--- src/rtl/or1200_alarm_ctrl.sv ---
// Alarm aggregator for privilege-checker results. Per-channel persistence filter,
// sticky alarm with cause capture, and a 4-phase clear handshake.
module or1200_alarm_ctrl #(
    parameter int unsigned NUM_CHK = 8,
    parameter int unsigned PERSIST = 2,
    parameter int unsigned CNT_W   = 4,
    parameter int unsigned EVT_W   = 8,
    parameter bit          LOCK    = 1'b0
) (
    input  logic               clk,
    input  logic               rst_n,
    input  logic [NUM_CHK-1:0] chk_ok,
    input  logic [NUM_CHK-1:0] chk_en,
    input  logic               clear_req,
    output logic               clear_ack,
    output logic               alarm,
    output logic [NUM_CHK-1:0] cause,
    output logic [NUM_CHK-1:0] first_cause,
    output logic [EVT_W-1:0]   alarm_cnt,
    output logic [1:0]         state_o
);

    typedef enum logic [1:0] {
        ARMED    = 2'd0,
        TRIPPED  = 2'd1,
        CLEARING = 2'd2,
        ILLEGAL  = 2'd3
    } state_t;

    localparam logic [CNT_W-1:0] PERSIST_MAX = CNT_W'(PERSIST);
    localparam logic [CNT_W-1:0] PERSIST_M1  = CNT_W'(PERSIST - 1);

    state_t                          state_q, state_d;
    logic                            alarm_q, alarm_d;
    logic                            clear_ack_q, clear_ack_d;
    logic [NUM_CHK-1:0]              cause_q, cause_d;
    logic [NUM_CHK-1:0]              first_cause_q, first_cause_d;
    logic [EVT_W-1:0]                alarm_cnt_q, alarm_cnt_d;
    logic [NUM_CHK-1:0][CNT_W-1:0]   fail_cnt_q, fail_cnt_d;

    logic [NUM_CHK-1:0] fail;
    logic [NUM_CHK-1:0] trip;
    logic               flush;
    logic               clear_ok;

    always_comb begin
        fail     = chk_en & ~chk_ok;
        clear_ok = clear_req && !LOCK;
        trip     = '0;
        for (int unsigned i = 0; i < NUM_CHK; i++) begin
            trip[i] = fail[i] && (fail_cnt_q[i] == PERSIST_M1);
        end
        // Checks are ignored while clearing, including PERSIST=1 where an idle counter matches.
        if (state_q == CLEARING) begin
            trip = '0;
        end

        state_d       = state_q;
        alarm_d       = alarm_q;
        cause_d       = cause_q;
        first_cause_d = first_cause_q;
        alarm_cnt_d   = alarm_cnt_q;
        clear_ack_d   = 1'b0;
        flush         = 1'b0;

        case (state_q)
            ARMED: begin
                if (|trip) begin
                    state_d       = TRIPPED;
                    alarm_d       = 1'b1;
                    first_cause_d = trip;
                    cause_d       = cause_q | trip;
                    if (alarm_cnt_q != '1) begin
                        alarm_cnt_d = alarm_cnt_q + EVT_W'(1);
                    end
                end else if (clear_ok) begin
                    state_d       = CLEARING;
                    flush         = 1'b1;
                    clear_ack_d   = 1'b1;
                    alarm_d       = 1'b0;
                    cause_d       = '0;
                    first_cause_d = '0;
                end
            end
            TRIPPED: begin
                alarm_d = 1'b1;
                cause_d = cause_q | trip;
                if (clear_ok) begin
                    state_d       = CLEARING;
                    flush         = 1'b1;
                    clear_ack_d   = 1'b1;
                    alarm_d       = 1'b0;
                    cause_d       = '0;
                    first_cause_d = '0;
                end
            end
            CLEARING: begin
                flush = 1'b1;
                if (!clear_req) begin
                    state_d = ARMED;
                end
            end
            default: begin
                state_d = TRIPPED;
                alarm_d = 1'b1;
                cause_d = cause_q | trip;
            end
        endcase

        for (int unsigned i = 0; i < NUM_CHK; i++) begin
            if (flush || !fail[i]) begin
                fail_cnt_d[i] = '0;
            end else if (fail_cnt_q[i] == PERSIST_MAX) begin
                fail_cnt_d[i] = fail_cnt_q[i];
            end else begin
                fail_cnt_d[i] = fail_cnt_q[i] + CNT_W'(1);
            end
        end
    end

    always_ff @(posedge clk or negedge rst_n) begin
        if (!rst_n) begin
            state_q       <= ARMED;
            alarm_q       <= 1'b0;
            clear_ack_q   <= 1'b0;
            cause_q       <= '0;
            first_cause_q <= '0;
            alarm_cnt_q   <= '0;
            fail_cnt_q    <= '0;
        end else begin
            state_q       <= state_d;
            alarm_q       <= alarm_d;
            clear_ack_q   <= clear_ack_d;
            cause_q       <= cause_d;
            first_cause_q <= first_cause_d;
            alarm_cnt_q   <= alarm_cnt_d;
            fail_cnt_q    <= fail_cnt_d;
        end
    end

    assign clear_ack   = clear_ack_q;
    assign alarm       = alarm_q;
    assign cause       = cause_q;
    assign first_cause = first_cause_q;
    assign alarm_cnt   = alarm_cnt_q;
    assign state_o     = state_q;

endmodule

--- config.mk ---
export PLATFORM = sky130hd
export DESIGN_NAME = or1200_alarm_ctrl
export DESIGN_NICKNAME = d
export VERILOG_FILES = /design/src/rtl/or1200_alarm_ctrl.sv
export SDC_FILE = /design/constraint.sdc
export NUM_CORES = 1
export LEC_CHECK = 0
export CAP_MARGIN = 5
export CORE_MARGIN = 5
export CORE_UTILIZATION = 54
export DETAILED_ROUTE_END_ITERATION = 12
export PLACE_DENSITY = 0.8
export REMOVE_ABC_BUFFERS = 1
export SLEW_MARGIN = 25
export SYNTH_ARGS = -nofsm -noshare
export SYNTH_HDL_FRONTEND = slang
export SYNTH_SLANG_ARGS = --single-unit
--- constraint.sdc ---
create_clock -name clk -period 2.9 [get_ports clk]
set_clock_uncertainty 0.2 [all_clocks]
set_input_delay 0.29 -clock clk [delete_from_list [all_inputs] [get_ports clk]]
set_output_delay 0.29 -clock clk [all_outputs]
set_load 0.03 [all_outputs]
==> impl_results.md <==
- TritonCTS buffer count: 9
- Placeable core area: 5507 um2
- Detailed router's first-iteration violation count: 86
- Power per unit of standard cell area: approximately 670 nW/um2
- Worst setup SP type: register
- Clock transition at the register clock pins on the worst setup and hold paths after CTS: 0.06 ns
- Proportion of synthesized area in mux cells: 0.003673
- Pin count of the biggest net entering global routing: between 40 and 50
- Root buf cell: sky130_fd_sc_hd__clkbuf_8
- Run status: finished, final reports clean
- Average routed wire per standard cell: 14.13 um
- Max_slew headroom: 0.7535
- Placed wire-length estimate after detailed placement: 4.339 mm
- DRC Markers: 0
- Startpoint-to-endpoint class of the critical path: reg2reg
- RSZ-0062 raised after global routing: no
- Count of instances resized after the clock tree is built: 0
- Sum of routed wire segments on met1: 2.638 mm
- Final count of hold timing violations: 0
- Die Y-Extent: 85.35 um
- Largest stage delay, worst path: 0.47 ns
- #FFs+latches synth: 60
- Max-Cap Viols: 0
- Period utilization: 0.8170
- Share of synthesized area occupied by flip-flops and latches: 0.4898
- Final setup fails: 0
- Detailed Route WL: ~6.0 mm
- Critical path capture point type: register
- Count of vias placed by the detailed router: 2249
- Synth Area in XOR/XNOR: 0.08857
- Compound-gate portion of the synthesized area: 0.06000
- Max-slew violation count: 0
- Placer congestion estimate: roughly 0.80
- Syn. warnings: 0
- Sum of negative setup slack: 0 ns
- Die area: around 7300 um2
- Leakage power of the design: between 1.5 and 2 nW
- Critical-path cell with the highest stage delay: sky130_fd_sc_hd__dfrtp_1
- RR Startpoint: state_o[1]$_DFFE_PN0P_
- Main combinational cell family by area after synthesis: simple AND/OR/NAND/NOR gates
- Capture point of the worst reg-to-reg path: fail_cnt_q[10]$_DFFE_PN0P_
- Initial antenna violation count: 0
- Leftover overflow at the end of global routing: 0
- Fraction of final layout cells sized beyond drive strength 1: 0.07670
- Chain of cells forming the critical path: nand2b_4 -> nand3b_1 -> nor2_1 -> nor4_2 -> o21a_1 -> buf_4 -> nor4_1
- Final-layout fill cell count: 437
- Via count of the first global-routing pass: ~2200
- Detailed-routed wire length on met2: 3.016 mm
- Worst setup path startpoint: state_o[1]$_DFFE_PN0P_
- Count of H-tree levels built during CTS: 3
- Number of antenna-violating nets in the routed design: 0
- Classification of the worst-slack hold path: in2async
- Max Freq: 422.1 MHz
- Combined global-route utilization of all metal layers: 0.1776
- Sink count of the clock tree: 60
- Final worst path period need: roughly 2.4 ns
- Arrival time worst endpoint: 2.39 ns
- Initial Util: 0.5567
- FP Rows: 27
- Clock insertion delay at the later pin of the skew report: around 0.32 ns
- Syn Std Cell Area: roughly 3100 um2
- Chip Width: 85.35 um
- Layout overhead on the synthesized area: 23.14%
- TritonCTS clock tree: done
- Highest ir drop seen on vdd: 0.0003311 V
- Initial DRT Pass Iterations: 4
- Worst endpoint required time: 2.92 ns
- Worst reg2reg path depth: 7
- Total length of routed met3 wires: 229 um
- Power after layout: 2.523 mW
- First-pass GRT wire length: roughly 10 mm
- Fin nets: 392
- Highest Signal Layer: met4
- Post-DR vias/cell: 5.304
- Maximum fanout count along the critical path: 22
- Count of distinct cell types in the synthesized netlist: 33
- Number of inserted diodes: 0
- Worst reg-to-reg setup slack: about 0.53 ns
- Number of top-level pins: 47
- Mapped Cells: roughly 290
- Clock tree buffer depth: 2
- Count of input and output buffers: 46
- Syn Area/Cell: 10.50 um2
- Post-synthesis simple-gate area fraction: 0.2090
- Post-synthesis share of cell area spent on full adders, half adders and majority gates: 0.1020
- Actual slew at the worst max-slew pin: 0.3666 ns
==> synthesized netlist by cell type (all sizes together) <==
cell type	instances	area [um2]
and2	8	50.05
a21oi	15	75.07
nor3	27	135.1
a31o	1	8.760
o21a	2	15.01
o21ba	1	10.01
nand2	9	33.78
o21ai	1	5.000
mux2	1	11.26
buf	9	61.30
nor4	9	62.56
a22o	2	17.52
nor2b	10	62.56
nand4	7	71.31
xor2	15	131.4
and3	3	18.77
ha	25	312.8
o2bb2ai	6	52.55
xnor2	16	140.1
or2	1	6.260
nand2b	1	13.76
inv	22	82.58
nor3b	3	22.52
nand3	11	55.05
nand3b	2	15.01
nor2	25	93.84
dfrtp	60	1501
==> power by group <==
| part | switching (mW) | leakage [nW] | internal [mW] | total (mW) |
|---|---|---|---|---|
| Combinational | 0.526 | 0.770 | 0.353 | 0.879 |
| Sequential | 0.104 | 0.817 | 0.945 | 1.05 |
| Clock | 0.294 | 0.0800 | 0.301 | 0.595 |
==> how the worst max path moves through the flow <==
stage	to	slack, ns	cells past startpoint
after global routing	fail_cnt_q[6]$_DFFE_PN0P_	0.28	7
after global placement	fail_cnt_q[30]$_DFFE_PN0P_	0.56	8
after floorplan	fail_cnt_q[10]$_DFFE_PN0P_	-0.15	6
after detailed placement	fail_cnt_q[10]$_DFFE_PN0P_	0.50	8
final	fail_cnt_q[10]$_DFFE_PN0P_	0.53	7
after CTS	fail_cnt_q[6]$_DFFE_PN0P_	0.54	7
==> metal layers <==
layer	GRT usage	vias up
met3	0.03301	10
met5	0	-
li1	-	1104
met2	0.2945	41
met4	0.09065	0
met1	0.2204	1094
==> through the flow <==
step / cell area [um2] / util / worst slack [ns] / cells / hold slack (ns)
2_1_floorplan: 3004 / - / -0.1473 / 283 / -0.2056
3_3_place_gp: 3595 / 0.6528 / 0.5610 / 407 / 0.2728
3_5_place_dp: 3595 / 0.6528 / 0.4964 / 407 / 0.2701
4_1_cts: 3755 / 0.6819 / 0.5447 / 423 / 0.2925
5_1_grt: 3775 / 0.6855 / 0.2780 / 424 / 0.2153
6_report: 3775 / 0.6855 / 0.5308 / 424 / 0.1932
==> layout by cell type, fill, tap and decap left out, drive strengths merged, types with 10 or more instances in the layout <==
cell type and count:
a21oi 15, nor2b 10, clkdlybuf4s50 45, nor3 27, nor2 25, nand3 11, xor2 15, ha 25
dfrtp 60, inv 22, xnor2 16, clkbuf 12
==> cells by family (layout without fill, tap and decap cells) <==
kind of cell	Yosys count	in the layout
and+or+nand+nor	116	116
DFF	60	60
xor gates and xnor gates	31	31
buffers and inverters	31	91
AOI/OAI and AO/OA	28	28
adders and majority gates	25	25
muxes	1	1
==> critical path: cells and delay by family (launching register included) <==
kind | cells | cell delay, ns
simple gates | 5 | 1.18
flops | 1 | 0.47
buf+inv | 1 | 0.21
compound gates | 1 | 0.20
==> cell type report <==
type                    instances  area (um2)  area share
well taps                      72       90.09     0.02386
flip-flops and latches         60        1501      0.3977
inverters                      22       82.58     0.02188
clock buffers                  12       135.1     0.03580
repair buffers                 54       530.5      0.1405
clock inverters                 3       15.01    0.003977
multi-input cells             201        1420      0.3762
==> what timing repair did <==
action,4_1_cts,5_1_grt
hold buffers,1,0
endpoints found under the hold margin,40,0
buffers inserted,0,0
==> sequential cells by signal, indices dropped and copies added, names as in the netlist <==
name and flops:
alarm 1, alarm_cnt 8, cause 8, clear_ack 1
fail_cnt_q 32, first_cause 8, state_o 2
No activity file was read; power rests on OpenSTA's default activity.
